===== config.mk =====
export PLATFORM = sky130hd
export DESIGN_NAME = detector_jogada
export DESIGN_NICKNAME = d
export VERILOG_FILES = /design/src/rtl/detector_jogada.sv
export SDC_FILE = /design/constraint.sdc
export NUM_CORES = 1
export LEC_CHECK = 0
export BUFFER_PORTS_ARGS = -buffer_cell sky130_fd_sc_hd__buf_2
export CAP_MARGIN = 20
export CORE_UTILIZATION = 40
export DETAILED_ROUTE_END_ITERATION = 6
export GPL_TIMING_DRIVEN = 0
export PLACE_DENSITY_LB_ADDON = 0.05
export SLEW_MARGIN = 20
export SYNTH_ARGS = -nofsm -noshare
export SYNTH_HDL_FRONTEND = slang
export SYNTH_SLANG_ARGS = --single-unit
export TNS_END_PERCENT = 1

===== constraint.sdc =====
create_clock -name clock -period 1.9 [get_ports clock]
set_input_delay 0.285 -clock clock [delete_from_list [all_inputs] [get_ports clock]]
set_output_delay 0.285 -clock clock [all_outputs]
set_load 0.02 [all_outputs]

===== src/rtl/detector_jogada.sv =====
`default_nettype none
// detector_jogada: synchronizes, debounces and validates single-button presses for the game datapath.
// Rev 1.0
module detector_jogada #(
  parameter int DEBOUNCE_CICLOS = 50000
) (
  input  logic       clock,
  input  logic       reset,
  input  logic [3:0] botoes,
  input  logic       habilita,
  input  logic       zera,
  output logic [3:0] jogada,
  output logic       jogada_feita,
  output logic       multipla,
  output logic [3:0] db_estado
);

  localparam int            CW       = $clog2(DEBOUNCE_CICLOS);
  localparam logic [CW-1:0] CONT_MAX = CW'(DEBOUNCE_CICLOS - 1);

  typedef enum logic [3:0] {
    ESPERA       = 4'd0,
    FILTRA       = 4'd1,
    PULSO        = 4'd2,
    SOLTA        = 4'd3,
    FILTRA_SOLTA = 4'd4,
    MULTIPLA     = 4'd5
  } estado_t;

  estado_t       estado;
  logic [3:0]    sinc_a;
  logic [3:0]    sinc;
  logic [3:0]    amostra;
  logic [CW-1:0] contador;
  logic          amostra_unica;

  assign amostra_unica = (amostra != 4'd0) && ((amostra & (amostra - 4'd1)) == 4'd0);
  assign db_estado     = estado;

  always_ff @(posedge clock or posedge reset) begin
    if (reset) begin
      sinc_a <= 4'd0;
      sinc   <= 4'd0;
    end else begin
      sinc_a <= botoes;
      sinc   <= sinc_a;
    end
  end

  // Counter defaults to zero so it is cleared on every state entry; only the
  // two filtering states advance it while they stay put.
  always_ff @(posedge clock or posedge reset) begin
    if (reset) begin
      estado       <= ESPERA;
      amostra      <= 4'd0;
      contador     <= '0;
      jogada       <= 4'd0;
      jogada_feita <= 1'b0;
      multipla     <= 1'b0;
    end else begin
      contador     <= '0;
      jogada_feita <= 1'b0;
      multipla     <= 1'b0;
      if (zera) jogada <= 4'd0;

      case (estado)
        ESPERA: begin
          if (habilita && (sinc != 4'd0)) begin
            amostra <= sinc;
            estado  <= FILTRA;
          end
        end
        FILTRA: begin
          if (!habilita) begin
            estado <= SOLTA;
          end else if (sinc != amostra) begin
            estado <= ESPERA;
          end else if (contador == CONT_MAX) begin
            if (amostra_unica) begin
              jogada       <= amostra;
              jogada_feita <= 1'b1;
              estado       <= PULSO;
            end else begin
              multipla <= 1'b1;
              estado   <= MULTIPLA;
            end
          end else begin
            contador <= contador + CW'(1);
          end
        end
        PULSO, MULTIPLA: begin
          estado <= SOLTA;
        end
        SOLTA: begin
          if (sinc == 4'd0) estado <= FILTRA_SOLTA;
        end
        FILTRA_SOLTA: begin
          if (sinc != 4'd0) begin
            estado <= SOLTA;
          end else if (contador == CONT_MAX) begin
            estado <= ESPERA;
          end else begin
            contador <= contador + CW'(1);
          end
        end
        default: begin
          estado <= ESPERA;
        end
      endcase
    end
  end

endmodule
`default_nettype wire

==> flow_metrics.env, run 1 <==
export IMPL_mostFrequentLayoutCells="36 x dfrtp_1, 25 x nor2_1, 20 x buf_2, 14 x xnor2_1"
export IMPL_ios=18
export IMPL_synth_compound_gate_area_share_pct=6.11
export IMPL_critical_path_required_ns=2.12
export IMPL_ys_flop_type="dfrtp_1"
export IMPL_finalInstanceArea_mm2=0.00215
export IMPL_power_density_mw_per_mm2=1110
export IMPL_vias_per_cell=5.25
export IMPL_ff2ff_setup_slack_ns=0.06
export IMPL_hold_class="input pin to flip-flop"
export IMPL_synth_largest_area_cell="dfrtp_1"
export IMPL_skew_ns=0.0119
export IMPL_netlist_top_cells_area="dfrtp_1 51%, xnor2_1 6.7%, nor2_1 5.1%, mux2_4 3.3%, mux2_1 2.5%"
export IMPL_wl_met2_um=1610
export IMPL_synthSimpleGateAreaFrac_pct=22.9
export IMPL_ys_warn_count=0
export IMPL_synth_cells=167
export IMPL_synth_edf_count=0
export IMPL_wirelength_um=3470
export IMPL_hold_viol=0
export IMPL_relSlewSlack_pct=48.7
export IMPL_clk_latency_ns=0.29
export IMPL_drt_first_pass_iters=4
export IMPL_status="finished, final reports clean"
export IMPL_core_area_mm2=0.00435
export IMPL_first_global_vias=1215
export IMPL_wire_per_inst_um=14.2
export IMPL_clockBufferDepth=2
export IMPL_initial_core_util_pct=41.9
export IMPL_diodes=0
export IMPL_fp_dieW_um=69.5
export IMPL_rsz0062_at_grt="yes"
export IMPL_dr_wl_met3_um=119
export IMPL_end_kind="flip-flop"
export IMPL_yosys_area_share_xor_xnor_pct=9.13
export IMPL_grt_overflow=0
export IMPL_synth_fa_ha_area_share_pct=0.686
export IMPL_criticalPathCategory="flip-flop to flip-flop"
export IMPL_vdd_drop_max_v=0.000449
export IMPL_synth_cell_types=45
export IMPL_period_needed_ns=1.84
export IMPL_dpl_cell_area_mm2=0.00197
export IMPL_seqCellArea_um2=927
export IMPL_drt_met1_wl_um=1700
export IMPL_syn_avg_cell_area_um2=10.9
export IMPL_drv_cap=0
export IMPL_syn_area_mm2=0.00182
export IMPL_fin_nets=200
export IMPL_setup_viol=0
export IMPL_arrival_ns=2.06
export IMPL_grt_pass1_wl_um=5880
export IMPL_rows=24
export IMPL_critPathSlowestCell="dfrtp_1"
export IMPL_dp_hpwl_um=2410
export IMPL_tightest_slew_ns=0.768
export IMPL_power_mw=2.39
export IMPL_dr_max_layer_used="met4"
export IMPL_fmax_mhz=544
export IMPL_grt_antenna_before_repair=0
export IMPL_yosys_area_top_type_share_pct=50.8
export IMPL_final_layout_size_suffix_gt1_share_pct=26.0
export IMPL_grt_max_degree=38
export IMPL_path_cells="xnor2_1, and4_4, a32oi_1, or2_1, buf_4, buf_6, nor2_1"
export IMPL_crit_start="amostra[2]$_DFFE_PP0P_"
export IMPL_cts_num_sinks=37
export IMPL_syn2layout_area_growth_pct=17.7
export IMPL_cp_start_kind="flip-flop"
export IMPL_cts_root_buf="clkbuf_8"
export IMPL_synthArstFlopShare_pct=100
export IMPL_synthMuxAreaShare_pct=6.38
export IMPL_routabilityCongestion=0.782
export IMPL_p_leak_nw=0.908
export IMPL_slowest_delay_ns=0.47
export IMPL_timing_rr_start="amostra[2]$_DFFE_PP0P_"
export IMPL_fillers=390
export IMPL_syn_nets=176
export IMPL_numCtsBuffers=5
export IMPL_die_height_um=69.5
export IMPL_multi_input_area_um2=878
export IMPL_drc=0
export IMPL_mostFrequentLayoutCell="dfrtp_1"
export IMPL_yosysSeqAreaShare_pct=50.8
export IMPL_path_clk_slew_ns=0.08
export IMPL_ys_ff_latch=37
export IMPL_timing_final_crit_share_pct=96.8
export IMPL_htree_levels=2
export IMPL_synth_top_family_by_area="simple AND/OR/NAND/NOR gates"
export IMPL_worstRegToRegCells=7
export IMPL_rr_endpoint="contador[12]$_DFF_PP0_"
export IMPL_final_core_util_pct=49.3
export IMPL_dieArea_mm2=0.00483
export IMPL_grt_use_total_pct=15.5
export IMPL_portBuffers=16
export IMPL_detail_route_antenna_nets=0
export IMPL_cp_endpoint="contador[12]$_DFF_PP0_"
export IMPL_cts_tree="yes"
export IMPL_cts_hold_buf=0
export IMPL_finalMaxSlewViolations=0
export IMPL_dr_total_vias=1282
export IMPL_critPathMaxFanout=10
export IMPL_drtIter0Drc=86
power breakdown:
group | switching (mW) | internal, mW
Clock | 0.292 | 0.393
Combinational | 0.377 | 0.338
Sequential | 0.112 | 0.873
Total | 0.782 | 1.60
cells in the mapped netlist, drive strengths merged (4+ instances only):
| cell type | number |
|---|---|
| xor2 | 5 |
| xnor2 | 14 |
| mux2 | 9 |
| nand2 | 6 |
| nor2b | 5 |
| nor2 | 25 |
| inv | 5 |
| nand4 | 6 |
| nor3 | 4 |
| buf | 7 |
| dfrtp | 37 |
| nand3 | 7 |
worst min path at each step:
stage                              startpoint                   to  slack, ns  cells after the start
after detailed placement  sinc_a[0]$_DFF_PP0_    sinc[0]$_DFF_PP0_       0.33                      0
after CTS                           botoes[2]  sinc_a[2]$_DFF_PP0_       0.09                      1
after floorplan                     botoes[0]  sinc_a[0]$_DFF_PP0_       0.32                      0
final                               botoes[2]  sinc_a[2]$_DFF_PP0_        0.1                      1
after global placement    sinc_a[0]$_DFF_PP0_    sinc[0]$_DFF_PP0_       0.33                      0
after global routing                botoes[0]  sinc_a[0]$_DFF_PP0_       0.08                      1
stage by stage:
step	std cells	setup TNS [ns]	hold WS [ns]	setup slack, ns
after floorplan	167	0	0.316	0.152
after global routing	244	-0.518	0.0819	-0.0657
after detailed placement	235	-0.220	0.335	-0.0285
after global placement	235	-0.290	0.332	-0.0326
after CTS	243	0	0.0887	0.0179
final	244	0	0.100	0.0603
metal layers:
| metal | up-vias | global-route usage [%] |
|---|---|---|
| met5 | - | 0 |
| met4 | 0 | 4.54 |
| met3 | 5 | 4.65 |
| met2 | 21 | 23.3 |
| met1 | 624 | 21.7 |
| li1 | 632 | - |
state kept, by name (all words and copies together) (netlist names):
signal	count
jogada	4
multipla	1
sinc_a	4
amostra	4
sinc	4
db_estado	3
contador	16
jogada_feita	1
critical path, delay by kind of cell (launching register included):
kind	cells	cell delay [ns]
and+or+nand+nor	3	0.65
DFF	1	0.47
buffers and inverters	2	0.30
xor gates and xnor gates	1	0.24
AOI/OAI and AO/OA	1	0.11
area by class of cell:
type / count / share of cell area [%]
clock buffers: 5 / 3.21
repair buffers: 17 / 4.08
flip-flops and latches: 37 / 43.2
clock inverters: 3 / 2.16
plain buffers: 9 / 2.51
multi-input cells: 116 / 40.9
inverters: 5 / 0.875
well taps: 52 / 3.03
repair_timing:
action / 4_1_cts / 5_1_grt
endpoints found under the hold margin: 0 / 0
gates cloned: 0 / 0
endpoints found under the setup margin: 10 / 22
gates resized for setup: 1 / 11
setup buffers: 0 / 1
pin swaps: 0 / 2
logic make-up (layout without fill, tap and decap cells):
kind of cell	Yosys count	count (layout)
compound gates	13	13
buf+inv	14	39
xor+xnor	19	19
other cells	1	1
flops	37	37
fa+ha+maj	1	1
mux	9	9
simple gates	73	73
No activity file was read; power rests on OpenSTA's default activity.
==> run 2: changes to the inputs <==
--- a/config.mk
+++ b/config.mk
@@ -7,7 +7,9 @@
 export LEC_CHECK = 0
 export BUFFER_PORTS_ARGS = -buffer_cell sky130_fd_sc_hd__buf_2
 export CAP_MARGIN = 20
-export CORE_UTILIZATION = 40
+export CELL_PAD_IN_SITES_DETAIL_PLACEMENT = 1
+export CELL_PAD_IN_SITES_GLOBAL_PLACEMENT = 2
+export CORE_UTILIZATION = 38
 export DETAILED_ROUTE_END_ITERATION = 6
 export GPL_TIMING_DRIVEN = 0
 export PLACE_DENSITY_LB_ADDON = 0.05
==> constraint.sdc (replaced) <==
create_clock -name clock -period 1.91 [get_ports clock]
set_input_delay 0.2865 -clock clock [delete_from_list [all_inputs] [get_ports clock]]
set_output_delay 0.2865 -clock clock [all_outputs]
set_load 0.02 [all_outputs]
==> flow_metrics.env, run 2 (same netlist as run 1, synthesis figures left out) <==
export IMPL_drtIter0Drc=69
export IMPL_rows=24
export IMPL_dieArea_mm2=0.00508
export IMPL_period_needed_ns=1.86
export IMPL_fmax_mhz=537
export IMPL_dpl_cell_area_mm2=0.00197
export IMPL_slowest_delay_ns=0.60
export IMPL_clk_latency_ns=0.30
export IMPL_critPathSlowestCell="or4b_1"
export IMPL_tightest_slew_ns=0.759
export IMPL_hold_viol=0
export IMPL_end_kind="flip-flop"
export IMPL_cts_root_buf="clkbuf_8"
export IMPL_setup_viol=0
export IMPL_criticalPathCategory="flip-flop to flip-flop"
export IMPL_hold_class="input pin to flip-flop"
export IMPL_grt_overflow=0
export IMPL_path_clk_slew_ns=0.09
export IMPL_power_mw=2.35
export IMPL_fillers=508
export IMPL_vias_per_cell=5.35
export IMPL_grt_antenna_before_repair=0
export IMPL_drc=2
export IMPL_grt_pass1_wl_um=6490
export IMPL_power_density_mw_per_mm2=1090
export IMPL_htree_levels=2
export IMPL_die_height_um=71.3
export IMPL_timing_final_crit_share_pct=97.4
export IMPL_relSlewSlack_pct=49.3
export IMPL_fin_nets=200
export IMPL_path_cells="or4b_1, o311ai_4, nand3_4, mux2_1"
export IMPL_drv_cap=0
export IMPL_core_area_mm2=0.00447
export IMPL_first_global_vias=1327
export IMPL_routabilityCongestion=0.742
export IMPL_mostFrequentLayoutCells="34 x dfrtp_1, 24 x nor2_1, 20 x buf_2, 10 x xnor2_1"
export IMPL_wire_per_inst_um=15.6
export IMPL_finalMaxSlewViolations=0
export IMPL_fp_dieW_um=71.3
export IMPL_skew_ns=0.0129
export IMPL_ios=18
export IMPL_clockBufferDepth=2
export IMPL_wirelength_um=3800
export IMPL_diodes=0
export IMPL_cts_hold_buf=0
export IMPL_vdd_drop_max_v=0.000594
export IMPL_mostFrequentLayoutCell="dfrtp_1"
export IMPL_critical_path_required_ns=2.09
export IMPL_crit_buf_inv=0
export IMPL_numCtsBuffers=5
export IMPL_largest_register_ffs=16
export IMPL_grt_max_degree=38
export IMPL_dr_total_vias=1306
export IMPL_cts_tree="yes"
export IMPL_critPathMaxFanout=6
export IMPL_portBuffers=16
export IMPL_hold_slack_ns=0.0930
export IMPL_cp_start_kind="flip-flop"
export IMPL_syn2layout_area_growth_pct=18.7
export IMPL_grt_use_total_pct=16.6
export IMPL_drt_first_pass_iters=6
export IMPL_status="finished, violations left"
export IMPL_dp_hpwl_um=2680
export IMPL_detail_route_antenna_nets=0
export IMPL_cts_num_sinks=37
export IMPL_arrival_ns=2.04
export IMPL_finalInstanceArea_mm2=0.00216
export IMPL_critPathTopFamily="simple AND/OR/NAND/NOR gates"
export IMPL_final_layout_size_suffix_gt1_share_pct=30.2
export IMPL_p_leak_nw=0.932
export IMPL_violations="DRC"
export IMPL_top_register="contador"
export IMPL_initial_core_util_pct=40.7
[run 2: cell types whose count changed in the layout (fill, tap and decap cells not counted), moves of 2 or more]
cell     previous run  this run
xnor2_1            14        10
dfrtp_2             1         3
xnor2_2             0         4
inv_6               0         2
dfrtp_1            36        34
[run 2: stage by stage]
stage,worst slack (ns),setup TNS [ns],std cells,utilization [%]
floorplan,0.162,0,167,-
global placement,-0.00676,-0.0445,235,44.0
detailed placement,-0.0372,-0.244,235,44.0
CTS,0.00101,0,243,46.1
global route,-0.0127,-0.0235,244,48.4
finish,0.0487,0,244,48.4
[run 2: worst register-to-register path, stage by stage (launching register included)]
cell and delay [ns]:
dfrtp_1 0.49, or4b_1 0.60, o311ai_4 0.15, nand3_4 0.15, mux2_1 0.34
[run 2: timing repair]
action | 4_1_cts | 5_1_grt
endpoints found under the setup margin | 10 | 16
pin swaps | 0 | 5
gates cloned | 0 | 0
buffers inserted | 0 | 1
resized for setup | 1 | 19
hold endpoints to repair | 0 | 0
[run 2: routing by layer]
metal | track usage [%] | share of wire, %
met1 | 23.4 | 49
met3 | 4.22 | 3.3
met4 | 6.00 | 1.6
met5 | 0 | 0
met2 | 25.0 | 46
[run 2: final cells by class]
type | instances | area, um^2 | share of cell area [%]
sequential | 37 | 930 | 42.9
multi-input combinational | 116 | 912 | 42.1
timing repair buffer | 17 | 87.6 | 4.05
clock buffer | 5 | 68.8 | 3.18
tap | 52 | 65.1 | 3.01
buffer | 9 | 57.6 | 2.66
clock inverter | 3 | 25.0 | 1.16
inverter | 5 | 18.8 | 0.867
[run 2: power by group]
part,total (mW),internal [mW],switching (mW)
logic,0.767,0.373,0.393
clock network,0.581,0.266,0.315
registers,1.01,0.871,0.135
[run 2: worst paths after layout]
| check | end | cells after the start | startpoint | slack, ns |
|---|---|---|---|---|
| hold / removal | sinc_a[0]$_DFF_PP0_ | 1 | botoes[0] | 0.09 |
| min in group asynchronous | amostra[2]$_DFFE_PP0P_ | 2 | reset | 0.11 |
| hold reg to reg | sinc[2]$_DFF_PP0_ | 0 | sinc_a[2]$_DFF_PP0_ | 0.35 |
| max in group asynchronous | amostra[1]$_DFFE_PP0P_ | 2 | reset | 1.26 |
| setup reg to reg | jogada[2]$_DFF_PP0_ | 4 | amostra[2]$_DFFE_PP0P_ | 0.05 |
| setup / recovery | jogada[2]$_DFF_PP0_ | 4 | amostra[2]$_DFFE_PP0P_ | 0.05 |
==> run 3: changes to the inputs <==
--- a/config.mk
+++ b/config.mk
@@ -5,11 +5,12 @@
 export SDC_FILE = /design/constraint.sdc
 export NUM_CORES = 1
 export LEC_CHECK = 0
+export ABC_AREA = 1
 export BUFFER_PORTS_ARGS = -buffer_cell sky130_fd_sc_hd__buf_2
 export CAP_MARGIN = 20
 export CELL_PAD_IN_SITES_DETAIL_PLACEMENT = 1
 export CELL_PAD_IN_SITES_GLOBAL_PLACEMENT = 2
-export CORE_UTILIZATION = 38
+export CORE_UTILIZATION = 35
 export DETAILED_ROUTE_END_ITERATION = 6
 export GPL_TIMING_DRIVEN = 0
 export PLACE_DENSITY_LB_ADDON = 0.05
==> flow_metrics.env, run 3 <==
export IMPL_cts_resized=0
export IMPL_cts_root_buf="clkbuf_8"
export IMPL_sw_frac_of_total_pct=38.5
export IMPL_pwr_share_clk_pct=25.0
export IMPL_placed_cells=331
export IMPL_fin_cells=340
export IMPL_synth_compound_gate_area_share_pct=5.60
export IMPL_drtIter0Drc=42
export IMPL_skew_ns=0.00720
export IMPL_portBuffers=16
export IMPL_setup_viol=0
export IMPL_intPower_mw=1.38
export IMPL_top_register="contador"
export IMPL_ff2ff_setup_slack_ns=0.34
export IMPL_synth_edf_count=0
export IMPL_rows=27
export IMPL_seqPwrFrac_pct=42.8
export IMPL_htree_levels=2
export IMPL_wire_per_inst_um=12.0
export IMPL_routabilityCongestion=0.735
export IMPL_ys_ff_latch=37
export IMPL_fmax_mhz=638
export IMPL_first_global_vias=1578
export IMPL_yosys_top_cells_count="62 x nand2_1, 37 x dfrtp_1, 30 x inv_1, 20 x nor2_1"
export IMPL_hold_class="input pin to flip-flop"
export IMPL_grt_use_total_pct=15.7
export IMPL_period_needed_ns=1.57
export IMPL_drt_first_pass_iters=4
export IMPL_p_leak_nw=1.08
export IMPL_slowest_delay_ns=0.39
export IMPL_cp_start_kind="flip-flop"
export IMPL_yosys_area_share_xor_xnor_pct=2.62
export IMPL_finalMaxSlewViolations=0
export IMPL_dr_total_vias=1534
export IMPL_numCtsBuffers=5
export IMPL_power_switching_uw=862
export IMPL_grt_antenna_before_repair=0
export IMPL_grt_max_degree=25
export IMPL_fp_dieW_um=77.8
export IMPL_power_density_mw_per_mm2=970
export IMPL_synthArstFlopShare_pct=100
export IMPL_drc=0
export IMPL_syn_nets=251
export IMPL_netlist_top_cells_area="dfrtp_1 46%, nand2_1 12%, inv_1 5.6%, nor2_1 3.7%, nor2_4 3.4%"
export IMPL_cts_num_sinks=37
export IMPL_grt_pass1_wl_um=7290
export IMPL_timing_final_crit_share_pct=82.1
export IMPL_status="finished, final reports clean"
export IMPL_path_clk_slew_ns=0.08
export IMPL_vdd_drop_max_v=0.000377
export IMPL_synthSimpleGateAreaFrac_pct=35.9
export IMPL_drv_cap=0
export IMPL_syn_area_mm2=0.00201
export IMPL_end_kind="flip-flop"
export IMPL_criticalPathCategory="flip-flop to flip-flop"
export IMPL_initial_core_util_pct=36.5
export IMPL_rsz0062_at_grt="no"
export IMPL_core_area_mm2=0.00551
export IMPL_syn2layout_area_growth_pct=14.9
export IMPL_synth_cells=242
export IMPL_pwr_share_comb_pct=32.1
export IMPL_synth_fa_ha_area_share_pct=0.623
export IMPL_hold_viol=0
export IMPL_dpl_cell_area_mm2=0.00221
export IMPL_mostFrequentLayoutCell="nand2_1"
export IMPL_synth_top_family_by_area="simple AND/OR/NAND/NOR gates"
export IMPL_largest_register_ffs=16
export IMPL_critPathMaxFanout=10
export IMPL_clockBufferDepth=2
export IMPL_clk_latency_ns=0.29
export IMPL_path_cells="ha_1, nand2_1, nor2_8, nand3_4, nand2_4, buf_12, nor2_4"
export IMPL_dieArea_mm2=0.00605
export IMPL_critical_path_required_ns=2.09
export IMPL_fillers=688
export IMPL_mostFrequentLayoutCells="62 x nand2_1, 37 x dfrtp_1, 29 x inv_1, 20 x nor2_1, 16 x buf_2"
export IMPL_fin_nets=276
export IMPL_arrival_ns=1.75
export IMPL_yosysSeqAreaShare_pct=46.1
export IMPL_tns_ns=0
export IMPL_dp_hpwl_um=3100
export IMPL_ios=18
export IMPL_cts_tree="yes"
export IMPL_yosys_area_top_type_share_pct=46.1
export IMPL_vias_per_cell=4.51
export IMPL_diodes=0
export IMPL_synthMuxAreaShare_pct=0
export IMPL_syn_avg_cell_area_um2=8.30
export IMPL_synth_largest_area_cell="dfrtp_1"
export IMPL_die_height_um=77.8
export IMPL_ys_flop_type="dfrtp_1"
export IMPL_post_cts_setup_buffers=0
export IMPL_final_layout_size_suffix_gt1_share_pct=25.0
export IMPL_wirelength_um=4070
export IMPL_final_core_util_pct=41.9
export IMPL_grt_overflow=0
export IMPL_synth_cell_types=32
export IMPL_ys_warn_count=0
export IMPL_yosysMostFrequentCell="nand2_1"
export IMPL_finalInstanceArea_mm2=0.00231
export IMPL_detail_route_antenna_nets=0
export IMPL_critPathSlowestCell="dfrtp_1"
## run 3: cell count changes in the layout (fill, tap and decap cells not counted), sizes merged, moves of 8 or more
cell   change
inv       +31
mux2       -9
nand2     +61
nor2      +12
o21ai      +8
xnor2     -14
## run 3: final timing paths
path | startpoint | endpoint | cells past startpoint
worst max register to register | contador[0]$_DFF_PP0_ | contador[10]$_DFF_PP0_ | 7
worst max-delay path | contador[0]$_DFF_PP0_ | contador[10]$_DFF_PP0_ | 7
max in group asynchronous | reset | db_estado[0]$_DFFE_PP0P_ | 4
worst min register to register | sinc_a[1]$_DFF_PP0_ | sinc[1]$_DFF_PP0_ | 0
min in group asynchronous | reset | contador[0]$_DFF_PP0_ | 3
worst min-delay path | botoes[3] | sinc_a[3]$_DFF_PP0_ | 1
## run 3: metal layers
metal  global-route usage, %  wire, um
met1                    18.7      1880
met5                       0         0
met4                    6.79        74
met2                    27.3      2010
met3                    3.18        99
## run 3: critical path, delay by kind of cell, from the launching register on
family / cells / cell delay, ns
buffers and inverters: 1 / 0.17
adder cells (fa/ha/maj): 1 / 0.22
AND/OR/NAND/NOR: 5 / 0.68
flip-flops: 1 / 0.39
## run 3: cell families after synthesis
kind of cell    count (synthesis)
simple gates                  138
buf+inv                        41
flops                          37
compound gates                 18
xor+xnor                        6
fa+ha+maj                       1
other cells                     1
## run 3: layout make-up
| type | count | area (um^2) | area share (%) |
|---|---|---|---|
| clock buffers | 5 | 68.8 | 2.98 |
| repair buffers | 18 | 118 | 5.09 |
| plain buffers | 3 | 38.8 | 1.68 |
| multi-input cells | 164 | 902 | 39.1 |
| inverters | 38 | 143 | 6.18 |
| flip-flops and latches | 37 | 926 | 40.1 |
| clock inverters | 3 | 22.5 | 0.976 |
| well taps | 72 | 90.1 | 3.90 |
## run 3: per-stage QoR
step	setup slack, ns	power, mW	hold WS, ns
floorplan	0.500	1.52	0.318
global placement	0.248	1.70	0.332
detailed placement	0.320	1.71	0.269
CTS	0.292	2.29	0.0762
global route	0.171	2.42	0.0727
finish	0.343	2.24	0.0916
## run 3: power groups by stage
| stage | combinational (mW) | clock [mW] | sequential (mW) |
|---|---|---|---|
| after global routing | 0.836 | 0.617 | 0.972 |
| after detailed placement | 0.734 | 0 | 0.975 |
| after CTS | 0.739 | 0.594 | 0.961 |
| after floorplan | 0.530 | 0 | 0.995 |
| final | 0.720 | 0.561 | 0.960 |
| after global placement | 0.728 | 0 | 0.974 |
## run 3: timing repair
action                                  4_1_cts  5_1_grt
hold buffers                                  1        0
hold endpoints to repair                     13        0
endpoints found under the setup margin        0        0
